--- config.mk ---
export PLATFORM = sky130hd
export DESIGN_NAME = vram_arbiter
export DESIGN_NICKNAME = d
export VERILOG_FILES = /design/src/rtl/vram_arbiter.sv
export SDC_FILE = /design/constraint.sdc
export NUM_CORES = 1
export LEC_CHECK = 0
export ABC_AREA = 1
export CORE_MARGIN = 1.5
export CORE_UTILIZATION = 49
export DETAILED_ROUTE_END_ITERATION = 8
export HOLD_SLACK_MARGIN = 0.12
export PLACE_DENSITY_LB_ADDON = 0.2
export SYNTH_ARGS = -nofsm -noshare
export SYNTH_HDL_FRONTEND = slang
export SYNTH_SLANG_ARGS = --single-unit
--- constraint.sdc ---
create_clock -name VGA_CLK -period 3.4 [get_ports VGA_CLK]
set_input_delay 0.68 -clock VGA_CLK [delete_from_list [all_inputs] [get_ports VGA_CLK]]
set_output_delay 0.68 -clock VGA_CLK [all_outputs]
set_load 0.03 [all_outputs]
--- src/rtl/vram_arbiter.sv ---
// Single-port video RAM arbiter: display reads take every requested slot,
// queued host writes retire on idle cycles, optionally only in vblank.
module vram_arbiter #(
  parameter int ADDR_W       = 19,
  parameter int DATA_W       = 8,
  parameter int FIFO_DEPTH   = 4,
  parameter int STARVE_LIMIT = 1024
) (
  input  logic                            VGA_CLK,
  input  logic                            RST,
  input  logic                            DISP_REQ,
  input  logic [ADDR_W-1:0]               DISP_ADDR,
  output logic [DATA_W-1:0]               DISP_DATA,
  output logic                            DISP_VALID,
  input  logic                            WR_VALID,
  output logic                            WR_READY,
  input  logic [ADDR_W-1:0]               WR_ADDR,
  input  logic [DATA_W-1:0]               WR_DATA,
  input  logic                            BLANK_ONLY,
  input  logic                            IN_VBLANK,
  output logic [ADDR_W-1:0]               RAM_ADDR,
  output logic [DATA_W-1:0]               RAM_WDATA,
  output logic                            RAM_WE,
  input  logic [DATA_W-1:0]               RAM_RDATA,
  output logic                            WR_PENDING,
  output logic                            WR_STARVED,
  output logic [$clog2(FIFO_DEPTH):0]     FIFO_LEVEL
);

  localparam int PW = $clog2(FIFO_DEPTH) + 1;
  localparam int IW = PW - 1;

  logic [ADDR_W-1:0] f_addr [FIFO_DEPTH];
  logic [DATA_W-1:0] f_data [FIFO_DEPTH];
  logic [PW-1:0]     wptr, rptr;
  logic [PW-1:0]     wptr_n, rptr_n;
  logic              full, empty;
  logic              push, pop;
  logic [15:0]       stall, stall_n;
  logic [1:0]        vpipe;

  assign empty = (wptr == rptr);
  assign full  = (wptr[IW] != rptr[IW]) &&
                 (wptr[IW-1:0] == rptr[IW-1:0]);

  assign push = WR_VALID && !full;
  // Display always owns the slot; writes only fill idle cycles.
  assign pop  = !DISP_REQ && !empty &&
                (!BLANK_ONLY || IN_VBLANK);

  assign wptr_n = wptr + PW'(push);
  assign rptr_n = rptr + PW'(pop);

  assign stall_n = (empty || pop) ? 16'd0 :
                   (stall == 16'hFFFF) ? stall :
                   stall + 16'd1;

  assign WR_READY   = !full;
  assign FIFO_LEVEL = wptr - rptr;
  assign DISP_DATA  = RAM_RDATA;
  assign DISP_VALID = vpipe[1];

  always_ff @(posedge VGA_CLK) begin
    if (push) begin
      f_addr[wptr[IW-1:0]] <= WR_ADDR;
      f_data[wptr[IW-1:0]] <= WR_DATA;
    end
  end

  always_ff @(posedge VGA_CLK or posedge RST) begin
    if (RST) begin
      wptr       <= '0;
      rptr       <= '0;
      stall      <= '0;
      WR_STARVED <= 1'b0;
      WR_PENDING <= 1'b0;
      vpipe      <= '0;
      RAM_ADDR   <= '0;
      RAM_WDATA  <= '0;
      RAM_WE     <= 1'b0;
    end else begin
      wptr       <= wptr_n;
      rptr       <= rptr_n;
      stall      <= stall_n;
      WR_STARVED <= (stall_n >= 16'(STARVE_LIMIT));
      WR_PENDING <= (wptr_n != rptr_n);
      vpipe      <= {vpipe[0], DISP_REQ};
      if (DISP_REQ) begin
        RAM_ADDR <= DISP_ADDR;
        RAM_WE   <= 1'b0;
      end else if (pop) begin
        RAM_ADDR  <= f_addr[rptr[IW-1:0]];
        RAM_WDATA <= f_data[rptr[IW-1:0]];
        RAM_WE    <= 1'b1;
      end else begin
        RAM_WE <= 1'b0;
      end
    end
  end

endmodule

==> results of run 1 <==
## layer usage
layer  share of wire, %  GRT usage, %  vias to the layer above
met1                 42          26.3                     2225
met4                1.2          7.57                        0
li1                   -             -                     2219
met3                5.8          5.78                       17
met2                 51          36.5                      121
met5                  0             0                        -
## synthesized netlist by cell type, drive strengths merged
library cell  instances  area share, %
nor2                138            8.1
edfxtp              108             47
o21ai                80            6.5
dfrtp                54             20
nand2                51            2.9
inv                  49            2.7
buf                  27            2.6
nand3                16            1.2
a211oi               10            1.7
o22a                 10            1.3
a31oi                 9           0.82
o22ai                 9           0.82
ha                    7            1.3
nor3                  6           0.51
xnor2                 6           0.76
xor2                  6           0.76
clkbuf                4           0.22
a21oi                 3           0.27
nand4                 3           0.27
fa                    1           0.29
nand3b                1           0.11
o211a                 1           0.15
or2                   1          0.091
## through the flow
stage,util [%],instances,hold slack [ps]
4_1_cts,61.6,877,349
2_1_floorplan,-,600,331
6_report,61.6,877,346
3_5_place_dp,57.1,845,337
5_1_grt,61.6,877,360
3_3_place_gp,57.1,845,336
## critical path: cells and delay by family (launching register included)
family,cells,cell delay (ps)
buffers and inverters,2,800
flip-flops,1,420
XOR/XNOR,1,160
adder cells (fa/ha/maj),2,610
## layout make-up
class                           count  area, um2  share of cell area [%]
Clock buffer                       23        458                    5.40
Multi-Input combinational cell    358       1930                    22.7
Tap cell                          180        225                    2.66
Inverter                           49        186                    2.20
Clock inverter                      9        158                    1.86
Timing Repair Buffer               96        933                    11.0
Sequential cell                   162       4600                    54.2
## power by group through the flow
stage          Sequential [uW]  Combinational (uW)  Clock [uW]
3_5_place_dp              2920                2870           0
5_1_grt                   2930                3130        2100
3_3_place_gp              2900                2810           0
4_1_cts                   2890                2890        2010
6_report                  2880                2850        1980
2_1_floorplan             3210                1580           0
## registers in the layout (all words and copies together), names as in the netlist
register    count
RAM_WE          1
RAM_ADDR       19
stall          16
f_addr         76
f_data         32
rptr            3
wptr            3
RAM_WDATA       8
vpipe           2
WR_STARVED      1
WR_PENDING      1
## how the worst max path moves through the flow
stage / start / to / slack (ps) / cells past startpoint
floorplan: rptr[1] / f_addr[2][0] / -470 / 7
global placement: wptr[0] / FIFO_LEVEL[2] / 800 / 5
detailed placement: wptr[0] / FIFO_LEVEL[2] / 740 / 5
CTS: wptr[0] / FIFO_LEVEL[2] / 280 / 5
global route: wptr[0] / FIFO_LEVEL[2] / 190 / 5
finish: wptr[0] / FIFO_LEVEL[2] / 320 / 5
## cell families after synthesis
logic type               synth area share, %
flip-flops                              66.8
XOR/XNOR                                1.53
AND/OR/NAND/NOR                         13.1
adder cells (fa/ha/maj)                 1.56
AO/OA/AOI/OAI                           11.6
buffers and inverters                   5.49
==> flow_metrics.env, run 1 <==
export IMPL_synth_seq_cells=162
export IMPL_p_per_area_nw_per_um2=909
export IMPL_seq_power_share_pct=37.4
export IMPL_grt_overflow=0
export IMPL_cp_slowest_cell="clkdlybuf4s50_1"
export IMPL_ctsHoldBuffers=0
export IMPL_drive_above_1_share_pct=11.5
export IMPL_layout_setup_ws_ps=316
export IMPL_routed_wl_um=14700
export IMPL_antenna_found_initial=0
export IMPL_yosysSeqAreaShare_pct=66.8
export IMPL_hold_start="vpipe[0]"
export IMPL_required_ps=2720
export IMPL_cts_resized=0
export IMPL_period_needed_ps=3080
export IMPL_synth_fp_nets=668
export IMPL_io_pins=103
export IMPL_start_util_pct=49.9
export IMPL_p_int_uw=4940
export IMPL_io_buffers=86
export IMPL_grtUsageTotal_pct=21.4
export IMPL_grt_pass1_wl_um=23400
export IMPL_p_clk_share_pct=25.6
export IMPL_finalSetupTns_ps=0
export IMPL_dp_hpwl_um=8800
export IMPL_nets=752
export IMPL_gp_congestion=0.811
export IMPL_cts_path_max_buffers=2
export IMPL_final_common_cell="nor2_1"
export IMPL_post_drt_wl_per_cell_um=16.8
export IMPL_path_clk_slew_ps=60
export IMPL_slew_viol_final=0
export IMPL_die_h_um=121
export IMPL_total_power_uw=7710
export IMPL_core_um2=13800
export IMPL_combPwrFrac_pct=37.0
export IMPL_cp_arrival_ps=2400
export IMPL_hold_depth=0
export IMPL_drt_drc_violations_left=0
export IMPL_pre_cts_ws_ps=737
export IMPL_tightest_slew_ps=858
export IMPL_diodes=0
export IMPL_stdcell_area_um2=8480
export IMPL_syn_cell_area_um2=6880
export IMPL_via_per_inst=5.22
export IMPL_cts_max_level=4
export IMPL_die_w_um=121
export IMPL_ys_warnings_count=0
export IMPL_cts_sinks=162
export IMPL_r2r_setup_slack_ps=890
export IMPL_drtIter0Drc=349
export IMPL_cap_violations=0
export IMPL_rsz0062_at_grt="false"
export IMPL_reg2reg_depth=11
export IMPL_nFillCells=1141
export IMPL_hold_class="register to register"
export IMPL_endpoint_kind="primary output"
export IMPL_r2r_end="WR_PENDING"
export IMPL_cts_tree="built"
export IMPL_p_leak_uw=0.00328
export IMPL_worstSkewPairLatency_ps=420
export IMPL_grt_max_degree=57
export IMPL_vias=4582
export IMPL_cp_cell_sequence="inv_1 > ha_1 > fa_1 > xor2_1 > clkdlybuf4s50_1"
export IMPL_p_sw_uw=2770
export IMPL_final_cell_mix="nor2_1 (133), edfxtp_1 (108), clkdlybuf4s50_1 (85)"
export IMPL_fin_crit_sh_pct=90.7
export IMPL_ir_drop_uv=569
export IMPL_grt_pass1_vias=4671
export IMPL_finClkSkew_ps=9.24
export IMPL_place_area_um2=7870
export IMPL_timing_final_hold_violations=0
export IMPL_r2r_start="rptr[1]"
export IMPL_setup_violations=0
export IMPL_critPathLaunchType="register"
export IMPL_cts_root_buf="clkbuf_16"
export IMPL_syn_inst=600
export IMPL_min_to="vpipe[1]"
export IMPL_worst_path_max_fanout=4
export IMPL_die_area_um2=14800
export IMPL_cts_buffers_inserted=17
export IMPL_critical_path_class="register to primary output"
export IMPL_rows=43
export IMPL_drt_pass1_iter_count=4
export IMPL_power_share_switching_pct=35.9
export IMPL_maxSlewHeadroom_pct=42.7
export IMPL_syn_to_final_growth_pct=23.3
export IMPL_cts_setup_buffers=0
export IMPL_fmax_mhz=324
export IMPL_syn_area_per_cell_um2=11.5
export IMPL_synth_cell_types=37
export IMPL_cp_slowest_stage_delay_ps=680
export IMPL_outcome="finished, final reports clean"
export IMPL_drtAntennaViolNets=0
Note: power is estimated with default switching activity, not from simulation.
==> run 2, diff against run 1 <==
- CTS_CLUSTER_DIAMETER: default -> 100
- HOLD_SLACK_MARGIN: 0.12 -> default
==> results of run 2 <==
The final DEF is identical to that of run 1; final timing and power are the same.
==> run 3, diff against run 2 <==
- CTS_CLUSTER_SIZE: default -> 25
==> results of run 3 <==
The final DEF is identical to that of run 1; final timing and power are the same.
